==> src/rtl/pll_lock_supervisor.sv <==
// rtl/pll_lock_supervisor.sv - PLL bring-up sequencer: re-arms the ADF4360 programming stage,
// qualifies lock-detect with a digital filter and retries a bounded number of times.
module pll_lock_supervisor #(
    parameter int unsigned      CNT_W        = 20,
    parameter logic [CNT_W-1:0] HOLD_CYCLES  = 20'd16,
    parameter logic [CNT_W-1:0] PROG_CYCLES  = 20'd160100,
    parameter logic [CNT_W-1:0] LOCK_FILT    = 20'd64,
    parameter logic [CNT_W-1:0] UNLOCK_FILT  = 20'd8,
    parameter logic [CNT_W-1:0] LOCK_TIMEOUT = 20'd500000,
    parameter logic [1:0]       MAX_RETRY    = 2'd3
) (
    input  logic       clk_5M,
    input  logic       SYS_RST,
    input  logic       en,
    input  logic       pll_ld,
    output logic       SYS_START,
    output logic       pll_locked,
    output logic       pll_fail,
    output logic [1:0] retry_cnt,
    output logic [2:0] state_o
);

    typedef enum logic [2:0] {
        S_IDLE   = 3'd0,
        S_HOLD   = 3'd1,
        S_PROG   = 3'd2,
        S_ACQ    = 3'd3,
        S_LOCKED = 3'd4,
        S_FAIL   = 3'd5
    } state_t;

    localparam logic [CNT_W-1:0] HOLD_LAST    = HOLD_CYCLES - 1'b1;
    localparam logic [CNT_W-1:0] PROG_LAST    = PROG_CYCLES - 1'b1;
    localparam logic [CNT_W-1:0] LOCK_LAST    = LOCK_FILT - 1'b1;
    localparam logic [CNT_W-1:0] UNLOCK_LAST  = UNLOCK_FILT - 1'b1;
    localparam logic [CNT_W-1:0] TIMEOUT_LAST = LOCK_TIMEOUT - 1'b1;

    state_t           state_q, state_d;
    logic [CNT_W-1:0] cnt_q, cnt_d;
    logic [CNT_W-1:0] filt_q, filt_d;
    logic [1:0]       retry_q, retry_d;
    logic             start_q, start_d;
    logic             locked_q, locked_d;
    logic             fail_q, fail_d;
    logic             ld_meta_q, ld_s_q;
    logic             take_retry;

    always_comb begin
        state_d    = state_q;
        cnt_d      = cnt_q;
        filt_d     = filt_q;
        retry_d    = retry_q;
        take_retry = 1'b0;
        if (!en) begin
            state_d = S_IDLE;
            cnt_d   = '0;
            filt_d  = '0;
        end else begin
            case (state_q)
                S_IDLE: begin
                    state_d = S_HOLD;
                    retry_d = '0;
                    cnt_d   = '0;
                end
                S_HOLD: begin
                    if (cnt_q == HOLD_LAST) begin
                        state_d = S_PROG;
                        cnt_d   = '0;
                    end else begin
                        cnt_d = cnt_q + 1'b1;
                    end
                end
                S_PROG: begin
                    if (cnt_q == PROG_LAST) begin
                        state_d = S_ACQ;
                        cnt_d   = '0;
                        filt_d  = '0;
                    end else begin
                        cnt_d = cnt_q + 1'b1;
                    end
                end
                S_ACQ: begin
                    cnt_d  = cnt_q + 1'b1;
                    filt_d = ld_s_q ? filt_q + 1'b1 : '0;
                    // Lock qualification takes precedence over a coincident timeout.
                    if (ld_s_q && (filt_q == LOCK_LAST)) begin
                        state_d = S_LOCKED;
                        cnt_d   = '0;
                        filt_d  = '0;
                    end else if (cnt_q == TIMEOUT_LAST) begin
                        take_retry = 1'b1;
                    end
                end
                S_LOCKED: begin
                    if (ld_s_q) begin
                        filt_d = '0;
                    end else if (filt_q == UNLOCK_LAST) begin
                        take_retry = 1'b1;
                    end else begin
                        filt_d = filt_q + 1'b1;
                    end
                end
                S_FAIL: begin
                    state_d = S_FAIL;
                end
                default: begin
                    state_d = S_IDLE;
                end
            endcase
            if (take_retry) begin
                cnt_d  = '0;
                filt_d = '0;
                if (retry_q == MAX_RETRY) begin
                    state_d = S_FAIL;
                end else begin
                    retry_d = retry_q + 2'd1;
                    state_d = S_HOLD;
                end
            end
        end
    end

    // Registered outputs are decoded from the next state so they change together with it.
    always_comb begin
        start_d  = (state_d == S_PROG) || (state_d == S_ACQ) || (state_d == S_LOCKED);
        locked_d = (state_d == S_LOCKED);
        fail_d   = (state_d == S_FAIL);
    end

    always_ff @(posedge clk_5M) begin
        if (SYS_RST) begin
            state_q   <= S_IDLE;
            cnt_q     <= '0;
            filt_q    <= '0;
            retry_q   <= '0;
            start_q   <= 1'b0;
            locked_q  <= 1'b0;
            fail_q    <= 1'b0;
            ld_meta_q <= 1'b0;
            ld_s_q    <= 1'b0;
        end else begin
            state_q   <= state_d;
            cnt_q     <= cnt_d;
            filt_q    <= filt_d;
            retry_q   <= retry_d;
            start_q   <= start_d;
            locked_q  <= locked_d;
            fail_q    <= fail_d;
            ld_meta_q <= pll_ld;
            ld_s_q    <= ld_meta_q;
        end
    end

    assign SYS_START  = start_q;
    assign pll_locked = locked_q;
    assign pll_fail   = fail_q;
    assign retry_cnt  = retry_q;
    assign state_o    = state_q;

endmodule
==> config.mk <==
export PLATFORM = sky130hd
export DESIGN_NAME = pll_lock_supervisor
export DESIGN_NICKNAME = d
export VERILOG_FILES = /design/src/rtl/pll_lock_supervisor.sv
export SDC_FILE = /design/constraint.sdc
export NUM_CORES = 1
export LEC_CHECK = 0
export BUFFER_PORTS_ARGS = -buffer_cell sky130_fd_sc_hd__buf_2
export CELL_PAD_IN_SITES_DETAIL_PLACEMENT = 1
export CELL_PAD_IN_SITES_GLOBAL_PLACEMENT = 1
export CORE_MARGIN = 2
export CORE_UTILIZATION = 48
export CTS_BUF_LIST = sky130_fd_sc_hd__clkbuf_8
export DETAILED_ROUTE_END_ITERATION = 16
export PLACE_DENSITY_LB_ADDON = 0.3
export SETUP_SLACK_MARGIN = 0.02
export SYNTH_ARGS = -nofsm -noshare
export SYNTH_HDL_FRONTEND = slang
export SYNTH_SLANG_ARGS = --single-unit
==> constraint.sdc <==
create_clock -name clk_5M -period 3.3 [get_ports clk_5M]
set_input_delay 0.66 -clock clk_5M [delete_from_list [all_inputs] [get_ports clk_5M]]
set_output_delay 0.66 -clock clk_5M [all_outputs]
set_load 0.01 [all_outputs]
==> results.json, run 1 <==
{
  "place_inst": 414,
  "busiest_layer": "met2",
  "tightest_slew_ns": 0.8612,
  "cts_tree": "done",
  "synth_ff_type": "dfxtp_1",
  "place.gp.congestion": 0.8160,
  "grt_pass1_wl_microns": 12320,
  "status": "completed",
  "synth_edf_count": 0,
  "vias": 2541,
  "fin_skew_ns": 0.01241,
  "vias_per_cell": 6.021,
  "setup_tns_ns": 0,
  "dieArea_sq_um": 6356,
  "yosys.area_share.simple_pct": 37.09,
  "grt_antenna_before_repair": 0,
  "endpoint_kind": "flip-flop",
  "layout.nets": 356,
  "cts_setup_buffers": 0,
  "drive_above_1_share_pct": 11.14,
  "ioPinCount": 12,
  "cts.sinks": 50,
  "htree_levels": 2,
  "cts_resized": 0,
  "ctsLongestPathBuffers": 2,
  "clk_latency_ns": 0.32,
  "fin_crit_sh_pct": 88.34,
  "seq_power_share_pct": 59.0,
  "grt_util_met3_pct": 3.394,
  "syn_nets": 348,
  "fin_area_sq_um": 2944,
  "switching_power_uw": 243.5,
  "clk_pin_slew_ns": 0.10,
  "final-hold-violation-count": 0,
  "yosys_register_bits": 50,
  "area_growth_pct": 6.954,
  "die_w_microns": 79.73,
  "netlist_instances": 341,
  "grtUsageMet1_pct": 31.88,
  "grt_use_total_pct": 24.58,
  "p_per_area_nw_per_um2": 350.2,
  "grtUsageMet2_pct": 42.61,
  "synth_area_sq_um": 2753,
  "initial_core_util_pct": 49.99,
  "vdd_drop_max_v": 0.0002077,
  "worstPathArrival_ns": 3.12,
  "stdcell_count": 422,
  "grt_overflow_total": 0,
  "cts-hold-fix-buffers": 0,
  "report.final.slew_viol_count": 0,
  "drt-wirelength-per-cell_microns": 17.23,
  "synthMuxAreaShare_pct": 1.909,
  "max-cap-violations": 0,
  "yosysWarnings": 0,
  "max_slew_margin_pct": 42.11,
  "numCtsBuffers": 5,
  "period_needed_ns": 2.915,
  "synth_area_per_cell_sq_um": 8.072,
  "synth_xor_area_share_pct": 7.000,
  "clock_power_share_pct": 37.2,
  "rsz0062_at_grt": "false",
  "firstDrtPassIters": 4,
  "core_sq_um": 5507,
  "portBuffers": 11,
  "dp_hpwl_microns": 5414,
  "crit_path_start_kind": "flip-flop",
  "setup_viol": 0,
  "yosysUniqueCellTypes": 56,
  "comb_power_share_pct": 3.7,
  "antenna-diode-count": 0,
  "min_path_type": "reg -> reg",
  "placed_cell_area_sq_um": 2849,
  "synth-compound-area-share_pct": 11.77,
  "die_h_microns": 79.73,
  "switching_share_pct": 23.62,
  "grt_max_degree": 25,
  "drtIter0Drc": 130,
  "synth-seq-area-share_pct": 36.36,
  "timing.final.ws_setup_ns": 0.3846,
  "synth_top_family_by_area": "simple AND/OR/NAND/NOR gates",
  "critPathRequiredTime_ns": 3.50,
  "synth_fa_ha_area_share_pct": 1.364,
  "cts_root_buffer": "clkbuf_8",
  "p_leak_nw": 0.9564,
  "drc": 0,
  "ant_nets": 0,
  "path_max_fanout": 12,
  "intPower_uw": 787.5,
  "async_flop_share_pct": 0,
  "rows": 27,
  "dpl_worst_slack_ns": 0.4270,
  "crit_type": "reg -> reg",
  "fmax_ghz": 0.3430,
  "grt_pass1_vias": 2563,
  "totalWireLength_microns": 7271
}
-- path summary, 6_finish.rpt --
| kind | cells after the start | to | slack (ns) | startpoint |
|---|---|---|---|---|
| worst max-delay path | 7 | cnt_q[16] | 0.38 | filt_q[17] |
| worst min-delay path | 1 | ld_s_q | 0.46 | ld_meta_q |
| worst max register to register | 7 | cnt_q[16] | 0.38 | filt_q[17] |
| worst min register to register | 1 | ld_s_q | 0.46 | ld_meta_q |
-- worst max-delay path, cell delays in order (launching register included) --
cell and delay [ns]:
dfxtp_1 0.37, nor4_1 0.42, and4_1 0.38, a2111oi_4 0.14, nor3_2 0.65, buf_4 0.31
nand2_1 0.18, o311ai_0 0.35
-- area by class of cell --
class / instances / area [sq um]
flip-flops and latches: 50 / 1001
inverters: 6 / 22.52
well taps: 72 / 90.09
fillers: 699 / 2562
clock buffers: 6 / 82.58
multi-input cells: 268 / 1628
repair buffers: 18 / 107.6
clock inverters: 2 / 12.51
-- cell usage after synthesis, drive strengths merged (4+ instances only) --
cell type | instances | area (sq um)
buf | 9 | 71.31
nor4 | 13 | 87.58
nor2b | 5 | 31.28
a21oi | 6 | 30.03
or3 | 6 | 38.79
o211ai | 4 | 30.03
nand2b | 7 | 43.79
nand2 | 33 | 123.9
nor4b | 4 | 35.03
clkbuf | 8 | 30.03
xnor2 | 21 | 183.9
nand4 | 14 | 87.58
inv | 6 | 22.52
nand3 | 34 | 170.2
nor2 | 47 | 176.4
nor3 | 16 | 85.08
o21ai | 6 | 30.03
dfxtp | 50 | 1001
a31oi | 4 | 25.02
-- registers in the layout, summed over array words and instances (netlist names) --
name        count
SYS_START       1
cnt_q          20
filt_q         20
ld_meta_q       1
ld_s_q          1
pll_fail        1
pll_locked      1
retry_cnt       2
state_o         3
-- per-stage QoR --
stage          hold slack (ns)  power (mW)  utilization [%]
2_1_floorplan           0.4138      0.6513                -
6_report                0.4629       1.031            53.47
3_3_place_gp            0.4210      0.6589            51.74
4_1_cts                 0.4688       1.042            53.47
3_5_place_dp            0.4503      0.6608            51.74
5_1_grt                 0.4718       1.068            53.47
-- cell usage in the layout, fill, tap and decap left out, types with 6 or more instances in the layout --
cell      netlist  routed
nor3_1         15      15
nand2_1        33      33
buf_4           1       7
inv_1           6       6
a21oi_1         6       6
buf_2           3      11
clkbuf_8        0       6
nand3_1        34      34
nand2b_1        7       7
nor2_1         47      47
nor4_1         12      12
xnor2_1        21      21
o21ai_0         6       6
dfxtp_1        50      50
nand4_1        14      14
-- per-layer routing --
| metal | vias to the layer above | part of all wire (%) |
|---|---|---|
| met5 | - | 0 |
| met4 | 0 | 1.3 |
| met3 | 9 | 2.3 |
| met2 | 28 | 49 |
| met1 | 1251 | 47 |
| li1 | 1253 | - |
-- logic make-up after synthesis --
logic type	count (synthesis)
flops	50
mux	5
xor+xnor	22
compound gates	41
simple gates	197
fa+ha+maj	3
buf+inv	23
-- power by group through the flow --
stage / combinational (mW) / sequential [mW] / clock [mW]
3_5_place_dp: 0.0379 / 0.623 / 0
3_3_place_gp: 0.0365 / 0.622 / 0
5_1_grt: 0.0427 / 0.609 / 0.416
2_1_floorplan: 0.0305 / 0.621 / 0
4_1_cts: 0.0384 / 0.609 / 0.395
6_report: 0.0384 / 0.609 / 0.384
Note: power is estimated with default switching activity, not from simulation.
==> inputs of run 2 (changes only) <==
--- a/config.mk
+++ b/config.mk
@@ -12,6 +12,7 @@
 export CORE_UTILIZATION = 48
 export CTS_BUF_LIST = sky130_fd_sc_hd__clkbuf_8
 export DETAILED_ROUTE_END_ITERATION = 16
+export MAX_ROUTING_LAYER = met4
 export PLACE_DENSITY_LB_ADDON = 0.3
 export SETUP_SLACK_MARGIN = 0.02
 export SYNTH_ARGS = -nofsm -noshare
==> run 2 against run 1 <==
Against the previous run: via count is 0.47% lower; non-clock buffer count is the same; setup slack worse by 0.012 ns; core utilization unchanged; critical endpoint unchanged.
==> results.json, run 2 (synthesis results as in run 1) <==
{
  "cts_resized": 0,
  "core_sq_um": 5507,
  "grt_pass1_wl_microns": 12340,
  "area_growth_pct": 6.954,
  "path_buf_inv": 1,
  "ant_nets": 0,
  "status": "completed",
  "grt_antenna_before_repair": 0,
  "fmax_ghz": 0.3416,
  "busiest_layer": "met2",
  "cts_tree": "done",
  "endpoint_kind": "flip-flop",
  "clk_pin_slew_ns": 0.10,
  "p_per_area_nw_per_um2": 350.2,
  "drtIter0Drc": 143,
  "clk_latency_ns": 0.32,
  "crit_path_top_delay_cell": "nor3_2",
  "crit_path_start_kind": "flip-flop",
  "vias_per_cell": 5.993,
  "dpl_worst_slack_ns": 0.4270,
  "max-cap-violations": 0,
  "grt_overflow_total": 0,
  "path_cells": "nor4_1, and4_1, a2111oi_4, nor3_2, buf_4, nand2_1, o311ai_0",
  "totalWireLength_microns": 7285,
  "critPathTopFamily": "simple AND/OR/NAND/NOR gates",
  "grt_use_total_pct": 25.27,
  "htree_levels": 2,
  "antenna-diode-count": 0,
  "critPathRequiredTime_ns": 3.50,
  "layout_common_cells": "dfxtp_1 (50), nor2_1 (47), nand3_1 (34)",
  "portBuffers": 11,
  "cts.sinks": 50,
  "max_slew_margin_pct": 41.94,
  "min_path_type": "reg -> reg",
  "fin_crit_sh_pct": 88.71,
  "drive_above_1_share_pct": 11.14,
  "crit_type": "reg -> reg",
  "report.final.slew_viol_count": 0,
  "cts-hold-fix-buffers": 0,
  "ctsLongestPathBuffers": 2,
  "place.gp.congestion": 0.8281,
  "slowest_delay_ns": 0.64,
  "path_max_fanout": 12,
  "fin_skew_ns": 0.01396,
  "worstPathArrival_ns": 3.13,
  "ioPinCount": 12,
  "cts_setup_buffers": 0,
  "final_common_cell": "dfxtp_1",
  "vias": 2529,
  "setup_tns_ns": 0,
  "die_w_microns": 79.73,
  "firstDrtPassIters": 4,
  "rows": 27,
  "drt-wirelength-per-cell_microns": 17.26,
  "grtUsageMet2_pct": 42.61,
  "grt_pass1_vias": 2556,
  "numCtsBuffers": 5,
  "p_leak_nw": 0.9564,
  "r2r_start": "filt_q[17]",
  "grtUsageMet1_pct": 31.95,
  "vdd_drop_max_v": 0.0002079,
  "grt_util_met3_pct": 3.394,
  "die_h_microns": 79.73,
  "initial_core_util_pct": 49.99,
  "dieArea_sq_um": 6356,
  "dp_hpwl_microns": 5414,
  "grt_max_degree": 25,
  "period_needed_ns": 2.927,
  "drc": 0,
  "final-hold-violation-count": 0,
  "cts_root_buffer": "clkbuf_8",
  "tightest_slew_ns": 0.8637,
  "hp-start": "ld_meta_q",
  "setup_viol": 0,
  "rsz0062_at_grt": "false",
  "crit_path_start": "filt_q[17]",
  "timing.final.ws_setup_ns": 0.3727,
  "layout.nets": 356
}
[run 2: cell counts in the layout (fill, tap and decap cells not counted)]
No cell type changed its count.
[run 2: metal layers]
layer / part of all wire, % / up-vias
li1: - / 1249
met3: 1.5 / 11
met5: 0 / -
met2: 49 / 20
met1: 48 / 1249
met4: 1.4 / 0
[run 2: through the flow]
stage	instance area [sq um]	std cells	hold slack, ns	utilization, %	power [mW]
after global routing	2944	422	0.4718	53.47	1.068
final	2944	422	0.4631	53.47	1.031
after CTS	2944	422	0.4688	53.47	1.042
after global placement	2849	414	0.4210	51.74	0.6589
after floorplan	2753	341	0.4138	-	0.6513
after detailed placement	2849	414	0.4503	51.74	0.6608
[run 2: area by class of cell]
class	instances	area, sq um
Fill cell	699	2562
Multi-Input combinational cell	268	1628
Sequential cell	50	1001
Timing Repair Buffer	18	107.6
Tap cell	72	90.09
Clock buffer	6	82.58
Inverter	6	22.52
Clock inverter	2	12.51
[run 2: path summary, 6_finish.rpt]
check / endpoint / slack, ns / depth (start not counted)
hold reg to reg: ld_s_q / 0.46 / 1
hold / removal: ld_s_q / 0.46 / 1
setup / recovery: cnt_q[16] / 0.37 / 7
setup reg to reg: cnt_q[16] / 0.37 / 7
[run 2: power by group]
part           switching (mW)  leakage, nW  internal [mW]  total (mW)
logic                  0.0250        0.506         0.0134      0.0385
registers             0.00341        0.403          0.605       0.609
clock network           0.215       0.0472          0.169       0.384
total                   0.243        0.956          0.788        1.03
==> inputs of run 3 (changes only) <==
--- a/config.mk
+++ b/config.mk
@@ -6,10 +6,8 @@
 export NUM_CORES = 1
 export LEC_CHECK = 0
 export BUFFER_PORTS_ARGS = -buffer_cell sky130_fd_sc_hd__buf_2
-export CELL_PAD_IN_SITES_DETAIL_PLACEMENT = 1
-export CELL_PAD_IN_SITES_GLOBAL_PLACEMENT = 1
 export CORE_MARGIN = 2
-export CORE_UTILIZATION = 48
+export CORE_UTILIZATION = 64
 export CTS_BUF_LIST = sky130_fd_sc_hd__clkbuf_8
 export DETAILED_ROUTE_END_ITERATION = 16
 export MAX_ROUTING_LAYER = met4
==> run 3 against run 2 <==
Against the previous run: clock-buffer cell count did not move; clock power down 6.0%; flip-flop and latch count stayed put; via count fell by 1.1%; sequential power is essentially flat; core utilization grew 18 points; combinational power shrank 7.8%; critical path type unchanged; largest cell class unchanged.
==> results.json, run 3 (synthesis results as in run 1) <==
{
  "tightest_slew_ns": 0.7470,
  "crit_path_top_delay_cell": "or4_4",
  "path_cells": "ha_1, nand3_1, or4_4, a2111oi_4, nor3_2, buf_4, a31o_2, a22o_1",
  "crit_type": "reg -> reg",
  "area_growth_pct": 5.273,
  "period_needed_ns": 2.812,
  "slowest_delay_ns": 0.55,
  "max-cap-violations": 0,
  "cts.sinks": 50,
  "fmax_ghz": 0.3556,
  "crit_path_start_kind": "flip-flop",
  "total_power_mw": 1.004,
  "path_max_fanout": 13,
  "hold_depth": 1,
  "ioPinCount": 12,
  "clk_latency_ns": 0.30,
  "clk_pin_slew_ns": 0.08,
  "worstRegToRegCells": 8,
  "cts_resized": 0,
  "grt_pass1_vias": 2285,
  "final-hold-violation-count": 0,
  "fin_skew_ns": 0.006876,
  "min_path_type": "reg -> reg",
  "place.gp.congestion": 0.8788,
  "rows": 23,
  "hold-worst-slack_ns": 0.4682,
  "stdcell_count": 398,
  "endpoint_kind": "flip-flop",
  "dpl_worst_slack_ns": 0.5303,
  "fin_crit_sh_pct": 85.22,
  "drive_above_1_share_pct": 10.34,
  "antenna-diode-count": 0,
  "initial_core_util_pct": 67.84,
  "max_slew_margin_pct": 50.20,
  "fillers": 338,
  "worstPathArrival_ns": 3.01,
  "numCtsBuffers": 5,
  "status": "completed",
  "vias_per_cell": 6.284,
  "rsz0062_at_grt": "false",
  "grt_use_total_pct": 25.75,
  "grt_antenna_before_repair": 0,
  "firstDrtPassIters": 6,
  "grt_pass1_wl_microns": 10060,
  "grt_max_degree": 25,
  "ant_nets": 0,
  "setup_tns_ns": 0,
  "drc": 0,
  "die_w_microns": 69.58,
  "vias": 2501,
  "placed_cell_area_sq_um": 2806,
  "setup_viol": 0,
  "cts-hold-fix-buffers": 0,
  "dieArea_sq_um": 4841,
  "grt_overflow_total": 0,
  "fin_util_pct": 71.42,
  "drt-wirelength-per-cell_microns": 14.56,
  "layout_common_cells": "dfxtp_1 (50), nor2_1 (47), nand3_1 (34)",
  "cts_tree": "done",
  "vdd_drop_max_v": 0.0002299,
  "p_leak_nw": 0.9510,
  "core_sq_um": 4058,
  "cts_setup_buffers": 0,
  "cts_root_buffer": "clkbuf_8",
  "dp_hpwl_microns": 4156,
  "place_inst": 390,
  "report.final.slew_viol_count": 0,
  "htree_levels": 2,
  "totalWireLength_microns": 5794,
  "timing.final.ws_setup_ns": 0.4877,
  "portBuffers": 11,
  "final_common_cell": "dfxtp_1",
  "ctsLongestPathBuffers": 2,
  "p_per_area_nw_per_um2": 346.6,
  "fin_area_sq_um": 2898,
  "drtIter0Drc": 266,
  "critPathRequiredTime_ns": 3.50,
  "die_h_microns": 69.58,
  "layout.nets": 354
}
-- run 3: final timing paths --
path	start	to	slack [ns]
worst min-delay path	ld_meta_q	ld_s_q	0.47
worst max-delay path	cnt_q[0]	cnt_q[4]	0.49
worst max register to register	cnt_q[0]	cnt_q[4]	0.49
worst min register to register	ld_meta_q	ld_s_q	0.47
-- run 3: final cells by class --
| type | count | area [sq um] | share of cell area (%) |
|---|---|---|---|
| Timing Repair Buffer | 16 | 92.59 | 3.195 |
| Inverter | 6 | 22.52 | 0.7772 |
| Sequential cell | 50 | 1001 | 34.54 |
| Tap cell | 50 | 62.56 | 2.159 |
| Multi-Input combinational cell | 268 | 1628 | 56.17 |
| Clock buffer | 6 | 82.58 | 2.850 |
| Clock inverter | 2 | 8.758 | 0.3022 |
-- run 3: critical path, delay by kind of cell (launching register included) --
kind / cells / cell delay [ns]
AND/OR/NAND/NOR: 3 / 0.98
flip-flops: 1 / 0.40
buffers and inverters: 1 / 0.24
AO/OA/AOI/OAI: 3 / 0.85
adder cells (fa/ha/maj): 1 / 0.24
-- run 3: layer usage --
metal	GRT usage (%)	share of wire (%)	vias up	routed length (microns)
met2	40.60	47	66	2745
met3	4.942	4.5	11	261
li1	-	-	1250	-
met1	32.87	46	1174	2688
met4	9.804	1.7	0	99
met5	-	0	-	0
-- run 3: report_power, final --
group | switching (mW) | total, mW | internal, mW
clock network | 0.194 | 0.361 | 0.166
logic | 0.0230 | 0.0355 | 0.0125
registers | 0.00325 | 0.608 | 0.605
